`config.mk`:
```
export PLATFORM = sky130hd
export DESIGN_NAME = avg_sequencer
export DESIGN_NICKNAME = d
export VERILOG_FILES = /design/src/rtl/avg_seq_pkg.sv /design/src/rtl/seq_divider.sv /design/src/rtl/avg_sequencer.sv
export SDC_FILE = /design/constraint.sdc
export NUM_CORES = 1
export LEC_CHECK = 0
export CAP_MARGIN = 20
export CORE_MARGIN = 2
export CORE_UTILIZATION = 50
export CTS_CLUSTER_DIAMETER = 120
export DETAILED_ROUTE_END_ITERATION = 8
export PLACE_DENSITY = 0.69
export SKIP_LAST_GASP = 1
export SYNTH_ARGS = -nofsm -noshare
export SYNTH_HDL_FRONTEND = slang
export SYNTH_SLANG_ARGS = --single-unit
```
`constraint.sdc`:
```
create_clock -name clk -period 8.97 [get_ports clk]
set_input_delay 0.897 -clock clk [delete_from_list [all_inputs] [get_ports clk]]
set_output_delay 0.897 -clock clk [all_outputs]
set_load 0.005 [all_outputs]
```
`src/rtl/avg_seq_pkg.sv`:
```
// Shared types, default widths and saturation limits for the time-multiplexed
// average-of-N sequencer.
package avg_seq_pkg;

  typedef enum logic [1:0] {
    IDLE   = 2'd0,
    ACCUM  = 2'd1,
    DIVIDE = 2'd2,
    OUTPUT = 2'd3
  } state_e;

  localparam int DEF_DATAWIDTH   = 16;
  localparam int DEF_NUM_SAMPLES = 8;
  localparam int DEF_ACCWIDTH    = 32;

  // Largest value representable in a dw-bit signed result.
  function automatic logic signed [63:0] sat_hi(input int dw);
    return (64'sd1 <<< (dw - 1)) - 64'sd1;
  endfunction

  // Smallest value representable in a dw-bit signed result.
  function automatic logic signed [63:0] sat_lo(input int dw);
    return -(64'sd1 <<< (dw - 1));
  endfunction

endpackage

```
`src/rtl/seq_divider.sv`:
```
// Signed restoring divider: one setup cycle then one quotient bit per cycle.
// Quotient truncates toward zero; done_o marks the cycle whose edge yields quotient_o.
module seq_divider #(
  parameter int ACCWIDTH  = 32,
  parameter int DATAWIDTH = 16
) (
  input  logic                        clk_i,
  input  logic                        rst_ni,
  input  logic                        start_i,
  input  logic signed [ACCWIDTH-1:0]  dividend_i,
  input  logic signed [DATAWIDTH-1:0] divisor_i,
  output logic                        busy_o,
  output logic                        done_o,
  output logic signed [ACCWIDTH-1:0]  quotient_o
);

  localparam int CW = $clog2(ACCWIDTH);

  logic                 busy_q;
  logic [CW-1:0]        cnt_q;
  logic [DATAWIDTH-1:0] rem_q;
  logic [ACCWIDTH-1:0]  quo_q;
  logic [DATAWIDTH:0]   dvs_q;
  logic                 neg_q;

  logic [DATAWIDTH:0]   shifted_s;
  logic                 fits_s;
  logic [DATAWIDTH-1:0] rem_d;
  logic [ACCWIDTH-1:0]  quo_d;
  logic [ACCWIDTH-1:0]  dividend_mag_s;
  logic [DATAWIDTH:0]   divisor_ext_s;
  logic [DATAWIDTH:0]   divisor_mag_s;

  // One restoring step plus operand magnitudes for the setup cycle.
  always_comb begin
    shifted_s      = {rem_q, quo_q[ACCWIDTH-1]};
    fits_s         = (shifted_s >= dvs_q);
    rem_d          = fits_s ? DATAWIDTH'(shifted_s - dvs_q) : shifted_s[DATAWIDTH-1:0];
    quo_d          = {quo_q[ACCWIDTH-2:0], fits_s};
    dividend_mag_s = dividend_i[ACCWIDTH-1] ? ACCWIDTH'(-dividend_i) : ACCWIDTH'(dividend_i);
    divisor_ext_s  = {divisor_i[DATAWIDTH-1], divisor_i};
    divisor_mag_s  = divisor_ext_s[DATAWIDTH] ? -divisor_ext_s : divisor_ext_s;
    done_o         = busy_q && (cnt_q == CW'(ACCWIDTH - 1));
    quotient_o     = neg_q ? -quo_d : quo_d;
  end

  assign busy_o = busy_q;

  // Setup on start, then shift in one quotient bit per cycle until done.
  always_ff @(posedge clk_i) begin
    if (!rst_ni) begin
      busy_q <= 1'b0;
      cnt_q  <= {CW{1'b0}};
      rem_q  <= {DATAWIDTH{1'b0}};
      quo_q  <= {ACCWIDTH{1'b0}};
      dvs_q  <= {(DATAWIDTH + 1){1'b0}};
      neg_q  <= 1'b0;
    end else if (start_i && !busy_q) begin
      busy_q <= 1'b1;
      cnt_q  <= {CW{1'b0}};
      rem_q  <= {DATAWIDTH{1'b0}};
      quo_q  <= dividend_mag_s;
      dvs_q  <= divisor_mag_s;
      neg_q  <= dividend_i[ACCWIDTH-1] ^ divisor_i[DATAWIDTH-1];
    end else if (busy_q) begin
      rem_q  <= rem_d;
      quo_q  <= quo_d;
      cnt_q  <= cnt_q + CW'(1);
      busy_q <= !done_o;
    end else begin
      busy_q <= busy_q;
    end
  end

endmodule

```
`src/rtl/avg_sequencer.sv`:
```
// Averages NUM_SAMPLES signed samples with one adder and an iterative divider,
// presenting a saturated signed result over a valid/ready handshake.
module avg_sequencer
  import avg_seq_pkg::*;
#(
  parameter int DATAWIDTH   = DEF_DATAWIDTH,
  parameter int NUM_SAMPLES = DEF_NUM_SAMPLES,
  parameter int ACCWIDTH    = DEF_ACCWIDTH
) (
  input  logic                        clk,
  input  logic                        rst,
  input  logic                        start,
  input  logic signed [DATAWIDTH-1:0] num,
  output logic                        busy,
  input  logic                        in_valid,
  output logic                        in_ready,
  input  logic signed [DATAWIDTH-1:0] in_data,
  output logic                        out_valid,
  input  logic                        out_ready,
  output logic signed [DATAWIDTH-1:0] avg,
  output logic                        div_zero
);

  localparam int CNTW = $clog2(NUM_SAMPLES);
  localparam logic signed [63:0]          Q_HI   = sat_hi(DATAWIDTH);
  localparam logic signed [63:0]          Q_LO   = sat_lo(DATAWIDTH);
  localparam logic signed [DATAWIDTH-1:0] AVG_HI = Q_HI[DATAWIDTH-1:0];
  localparam logic signed [DATAWIDTH-1:0] AVG_LO = Q_LO[DATAWIDTH-1:0];

  state_e                      state_q;
  logic signed [ACCWIDTH-1:0]  acc_q;
  logic signed [ACCWIDTH-1:0]  acc_d;
  logic [CNTW-1:0]             cnt_q;
  logic signed [DATAWIDTH-1:0] num_q;
  logic signed [DATAWIDTH-1:0] avg_q;
  logic signed [DATAWIDTH-1:0] avg_d;
  logic                        div_zero_q;
  logic                        out_valid_q;
  logic                        in_ready_q;
  logic                        busy_q;

  logic                        div_start_s;
  logic                        div_busy_s;
  logic                        div_done_s;
  logic signed [ACCWIDTH-1:0]  quot_s;
  logic signed [63:0]          quot_wide_s;

  seq_divider #(
    .ACCWIDTH  (ACCWIDTH),
    .DATAWIDTH (DATAWIDTH)
  ) u_div (
    .clk_i      (clk),
    .rst_ni     (rst),
    .start_i    (div_start_s),
    .dividend_i (acc_q),
    .divisor_i  (num_q),
    .busy_o     (div_busy_s),
    .done_o     (div_done_s),
    .quotient_o (quot_s)
  );

  // Accumulator next value, divider kick-off and result saturation.
  always_comb begin
    acc_d       = acc_q + {{(ACCWIDTH - DATAWIDTH){in_data[DATAWIDTH-1]}}, in_data};
    div_start_s = (state_q == DIVIDE) && !div_busy_s;
    quot_wide_s = 64'(quot_s);
    if (quot_wide_s > Q_HI) begin
      avg_d = AVG_HI;
    end else if (quot_wide_s < Q_LO) begin
      avg_d = AVG_LO;
    end else begin
      avg_d = quot_s[DATAWIDTH-1:0];
    end
  end

  // Control FSM with registered handshake and result outputs.
  always_ff @(posedge clk) begin
    if (!rst) begin
      state_q     <= IDLE;
      acc_q       <= {ACCWIDTH{1'b0}};
      cnt_q       <= {CNTW{1'b0}};
      num_q       <= {DATAWIDTH{1'b0}};
      avg_q       <= {DATAWIDTH{1'b0}};
      div_zero_q  <= 1'b0;
      out_valid_q <= 1'b0;
      in_ready_q  <= 1'b0;
      busy_q      <= 1'b0;
    end else begin
      case (state_q)
        IDLE: begin
          if (start) begin
            state_q    <= ACCUM;
            num_q      <= num;
            acc_q      <= {ACCWIDTH{1'b0}};
            cnt_q      <= {CNTW{1'b0}};
            in_ready_q <= 1'b1;
            busy_q     <= 1'b1;
          end
        end
        ACCUM: begin
          if (in_valid) begin
            acc_q <= acc_d;
            if (cnt_q == CNTW'(NUM_SAMPLES - 1)) begin
              in_ready_q <= 1'b0;
              if (num_q == {DATAWIDTH{1'b0}}) begin
                state_q     <= OUTPUT;
                avg_q       <= {DATAWIDTH{1'b0}};
                div_zero_q  <= 1'b1;
                out_valid_q <= 1'b1;
              end else begin
                state_q <= DIVIDE;
              end
            end else begin
              cnt_q <= cnt_q + CNTW'(1);
            end
          end
        end
        DIVIDE: begin
          if (div_done_s) begin
            state_q     <= OUTPUT;
            avg_q       <= avg_d;
            div_zero_q  <= 1'b0;
            out_valid_q <= 1'b1;
          end
        end
        OUTPUT: begin
          if (out_ready) begin
            state_q     <= IDLE;
            out_valid_q <= 1'b0;
            busy_q      <= 1'b0;
          end
        end
        default: begin
          state_q     <= IDLE;
          out_valid_q <= 1'b0;
          in_ready_q  <= 1'b0;
          busy_q      <= 1'b0;
        end
      endcase
    end
  end

  assign busy      = busy_q;
  assign in_ready  = in_ready_q;
  assign out_valid = out_valid_q;
  assign avg       = avg_q;
  assign div_zero  = div_zero_q;

endmodule

```
Yosys cells after proc, flatten, opt, wreduce, memory -nomap -nowiden
Index checks and enable logic that the tools add are counted.
- word-level logic and storage cells: 102
- register bits: 145
- bitwise operators: 2
- muxes and demuxes: 42
- order comparisons: 3
- reductions and logical operators: 21
- $add $sub $neg: 7
- eq/ne operators: 12
- operators with widths (kind ; number):
    $mux W32 ; 6
    $mux W16 ; 7
    $neg A32 Y32 ; 2
    $pmux W32 S2 ; 1
    $add A32 B32 Y32 ; 1
    $gt A32 B16 Y1 const B ; 1
    $lt A32 B16 Y1 const B ; 1
    $pmux W16 S2 ; 1
    $ge A17 B17 Y1 ; 1
    $mux W17 ; 1
    $neg A17 Y17 ; 1
    $logic_not A16 Y1 ; 1
    $sub A16 B16 Y16 ; 1
    $mux W1 ; 12
    $ne A2 B2 Y1 const B ; 6
    $mux W2 ; 5
    $reduce_and A5 Y1 ; 2
    $mux W3 ; 3
    $pmux W2 S4 ; 1
    $reduce_and A4 Y1 ; 2
    $reduce_bool A2 Y1 ; 4
    $pmux W1 S2 ; 3
    $pmux W3 S2 ; 1
    $reduce_and A3 Y1 ; 2
    17 further kinds ; 21

Depth between registers and ports, before layout
- word-level depth: 8
- gate-level depth with buffers: 23

Modules after synthesis
From an unflattened synthesis, not the netlist that was laid out.
- cell total of the unflattened synthesis: 1244
- area total of the unflattened synthesis: 9952.0 um2
- modules (own cells, without submodules) (module ; area an instance (um2) ; cells an instance ; times used):
    seq_divider ; 5452.7 ; 675 ; 1
    avg_sequencer ; 4499.3 ; 569 ; 1

Worst setup path before layout
No wires, ideal clock.
- kind: flip-flop to flip-flop
- start point: reg u_div.dvs_q[6]
- end point: reg avg_q[1], in the netlist avg[1]
- setup slack: 4.076 ns
- buffers on the path: 3
- library setup time: 0.131 ns
- arrival: 4.763 ns
- required time: 8.839 ns
- stages on the path, launching flop included: 24
- cell sequence: dfxtp_1 > inv_1 > ha_1 > a211oi_2 > o21ai_1 > nor4bb_1 > o21bai_1 > o21a_1 > or3_1 > buf_2 > inv_2 > buf_1 > ha_1 > nor4b_1 > and2_1 > nand3_1 > mux2_2 > a32o_1 > nand2_1 > nor4_1 > nand3_2 > o31ai_4 > buf_6 > o211ai_2
- longest elaborated chain between the ends: 8
- elaborated cells on any way between the ends: 9
- RTL lines (item ; line ; RTL):
    start, declared ; seq_divider.sv:23 ; logic [DATAWIDTH:0] dvs_q;
    start signal, assigned ; seq_divider.sv:56 ; dvs_q <= {(DATAWIDTH + 1){1'b0}};
    start signal, assigned ; seq_divider.sv:63 ; dvs_q <= divisor_mag_s;
    $ge A17 B17 Y1 * ; seq_divider.sv:37 ; fits_s = (shifted_s >= dvs_q);
    $neg A32 Y32 ; seq_divider.sv:44 ; quotient_o = neg_q ? -quo_d : quo_d;
    $mux W32 * ; seq_divider.sv:44 ;
    $lt A32 B16 Y1 ; avg_sequencer.sv:69 ; end else if (quot_wide_s < Q_LO) begin
    $mux W16 ; avg_sequencer.sv:69 ;
    $mux W16 * ; avg_sequencer.sv:67 ; if (quot_wide_s > Q_HI) begin
    $mux W16 * ; avg_sequencer.sv:119 ; if (div_done_s) begin
    $pmux W16 S2 * ; avg_sequencer.sv:89 ; case (state_q)
    end signal, assigned ; avg_sequencer.sv:83 ; avg_q <= {DATAWIDTH{1'b0}};
    end signal, assigned ; avg_sequencer.sv:107 ; avg_q <= {DATAWIDTH{1'b0}};
    end signal, assigned ; avg_sequencer.sv:121 ; avg_q <= avg_d;
    end, declared ; avg_sequencer.sv:35 ; logic signed [DATAWIDTH-1:0] avg_q;
Every way passes the cells marked *; elsewhere a longest branch is shown, timed or not. The select of a mux whose other input is x is not followed.
A chain may end at the register's enable or synchronous reset.

Final worst setup path
- start point: reg u_div.dvs_q[6]
- end point: reg avg_q[13], in the netlist avg[13]
The elaborated chain is that of the path after synthesis.

==> results.toml <==
[run_status]
run_status = "finished clean"

[cts]
post_cts.repair.setup_buffers = 0
h-tree-depth = 4
clk_path_buf_depth = 2
numClockSinks = 145
hold_buffers = 0
cts.repair.resized = 0
cts.reportedPaths.clkPinSlew_ns = 0.07
clock_latency_ns = 0.43
root_buffer = "clkbuf_16"
cts_tree = "done"
numCtsBuffers = 17

[timing]
clock.fmax_mhz = 163
period_minus_slack_ns = 6.12
worst_slew_pin_slew_ns = 1.02
fin_crit_sh_pct = 68.2
finalHoldViolCount = 0
setup_viol = 0
rsz0062_at_grt = "false"
relSlewSlack_pct = 31.8
final_max_slew_viol_count = 0
finalClockSkew_ns = 0.00862
worst_slack_ns = 2.85
tns_ns = 0

[routing]
drc = 0
drt_iter0_drc = 575
via_per_inst = 5.79
vias = 9054
wl_per_cell_um = 15.3
drt-total-wl_um = 24000
dr.pass1.iters = 5
antenna_left = 0

[floorplanning]
die_x_um = 145
rows = 51
die_height_um = 145
pin_count = 57
core-area_sq_um = 19500
die_area_sq_um = 21000
start_util_pct = 51.0

[finish]
layout_common_cells = "161 x nor2_1, 144 x nand2_1, 144 x dfxtp_1"
nets = 1385
synthToLayoutAreaGrowth_pct = 12.7
drive_gt1_share_pct = 6.62
final_util_pct = 57.4
diodes = 0
final_common_cell = "nor2_1"

[power_and_ir_drop]
cellLeakagePower_nw = 4.36
powerDensity_nw_per_um2 = 431
power_mw = 4.84
irDropWorstVdd_mv = 0.356

[job]
cap_violations = 0

[grt]
grt_pass1_wl_um = 40500
antenna_found_initial = 0
grtUsageTotal_pct = 22.9
grt_pass1_vias = 8107
gr-total-overflow = 0
grt_max_degree = 105

[worst_setup_path]
endpoint_kind = "register"
crit_buf_inv = 2
crit_type = "register to register"
worstPathRequired_ns = 9.24
crit_arrival_ns = 6.39
crit_top_cell = "ha_1"
cpPeakStageDelay_ns = 0.68
crit_fanout = 28
cp_top_family = "simple AND/OR/NAND/NOR gates"
crit_path_cell_trace = "inv_1, ha_1, a211oi_2, o21ai_1, nor4bb_1, o21bai_1, o21a_1, or3_1, inv_2, ha_1, nor4b_1, and2_1, nand3_1, mux2_2, a32o_1, nand2_1, nor4_1, nand3_2, o31ai_4, a22oi_1"
crit_path_start_kind = "register"
cpMaxStageDelayCell = "o31ai_4"

[yosys]
ys_async_sr_fraction_pct = 0
post_synth_num_cell_types = 79
synth_edf_count = 0
synth_area_sq_um = 9950
yosys_register_bits = 145
ys_seq_area_share_pct = 29.2
avgSynthCellArea_sq_um = 7.78
yosys_warnings = 0
syn_nets = 1378
synthFlopType = "dfxtp_1"
synthCells = 1280

[placement]
hpwl_um = 17500
preCtsSetupSlack_ns = 2.90
gp_congestion = 0.891
port_buffers = 56

[min_path]
hp-class = "register to register"
## metal layers
metal	track usage [%]	wire length [um]	up-vias
met5	0	0	-
li1	-	-	4658
met3	3.81	966	29
met2	34.1	10200	195
met4	5.88	399	0
met1	34.2	12400	4172
## final timing paths
path                             endpoint                    startpoint  cells after the start  slack, ns
max reg2reg          avg[13]$_SDFFE_PN0P_   u_div.dvs_q[6]$_SDFFE_PN0P_                     20       2.85
min          u_div.dvs_q[16]$_SDFFE_PN0P_  u_div.dvs_q[16]$_SDFFE_PN0P_                      2       0.44
min reg2reg  u_div.dvs_q[16]$_SDFFE_PN0P_  u_div.dvs_q[16]$_SDFFE_PN0P_                      2       0.44
max                  avg[13]$_SDFFE_PN0P_   u_div.dvs_q[6]$_SDFFE_PN0P_                     20       2.85
## cell families (layout without fill, tap and decap cells)
family          Yosys count  in the layout  share of synthesized area (%)
flops                   145            145                           29.2
mux                      13             13                           1.35
buf+inv                 127            147                           5.09
fa+ha+maj                61             61                           7.82
compound gates          374            374                           26.0
xor+xnor                104            104                           9.15
simple gates            456            456                           21.4
## worst reg2reg max path, cell delays in order (launching register included)
cell and delay, ns:
dfxtp_1 0.33, inv_1 0.05, ha_1 0.36, a211oi_2 0.25
o21ai_1 0.14, nor4bb_1 0.31, o21bai_1 0.18, o21a_1 0.36
or3_1 0.65, inv_2 0.49, ha_1 0.28, nor4b_1 0.44
and2_1 0.23, nand3_1 0.11, mux2_2 0.25, a32o_1 0.16
nand2_1 0.08, nor4_1 0.34, nand3_2 0.15, o31ai_4 0.68
a22oi_1 0.15
## registers in the layout, indices dropped and copies added (netlist names)
register	count
avg	16
out_valid	1
busy	1
state_q	2
in_ready	1
acc_q	32
cnt_q	3
u_div.busy_o	1
u_div.rem_q	16
u_div.cnt_q	5
div_zero	1
num_q	16
u_div.neg_q	1
u_div.quo_q	32
u_div.dvs_q	17
## Yosys cell counts (4+ instances only)
cell | count | area (sq um)
o41ai_1 | 11 | 96.3
nor2_1 | 162 | 608
a21oi_1 | 104 | 521
a32oi_1 | 5 | 43.8
dfxtp_1 | 145 | 2900
nor4_1 | 12 | 75.1
buf_1 | 4 | 15.0
o21a_1 | 5 | 37.5
o21ai_0 | 42 | 210
a21o_1 | 18 | 135
xor2_1 | 71 | 622
nor2b_1 | 6 | 37.5
nand2_1 | 144 | 541
a211o_1 | 9 | 78.8
or2_2 | 5 | 31.3
a311oi_1 | 8 | 70.1
nand2b_1 | 9 | 56.3
o211ai_2 | 10 | 125
nand4_1 | 10 | 62.6
a31oi_1 | 10 | 62.6
or3_1 | 12 | 75.1
nand3_1 | 29 | 145
or4_1 | 11 | 82.6
and2_1 | 5 | 31.3
and3_1 | 7 | 43.8
o21bai_1 | 9 | 67.6
buf_2 | 5 | 25.0
a22oi_1 | 29 | 218
clkbuf_1 | 65 | 244
xnor2_1 | 33 | 289
a211oi_1 | 55 | 413
nor3_1 | 20 | 100
o31ai_1 | 27 | 203
inv_1 | 47 | 176
ha_1 | 59 | 738
mux2i_1 | 10 | 100
## report_power, final
| part | leakage [nW] | internal, mW | switching (mW) |
|---|---|---|---|
| registers | 1.18 | 0.819 | 0.238 |
| clock network | 0.277 | 0.389 | 0.304 |
| logic | 2.90 | 1.19 | 1.89 |
## final cells by class
class                   count  area (sq um)
fillers                  1904          8310
multi-input cells        1008          6550
flip-flops and latches    145          2910
repair buffers             66           676
clock buffers              17           425
well taps                 265           332
inverters                  49           184
clock inverters            15           144
## metrics by stage
step                instances  area (sq um)  hold slack, ns
floorplan                1280          9950           0.422
global placement         1531         10600           0.439
detailed placement       1531         10600           0.436
CTS                      1563         11200           0.446
global route             1565         11200           0.468
finish                   1565         11200           0.444
Power figures use the tool's default switching activity.
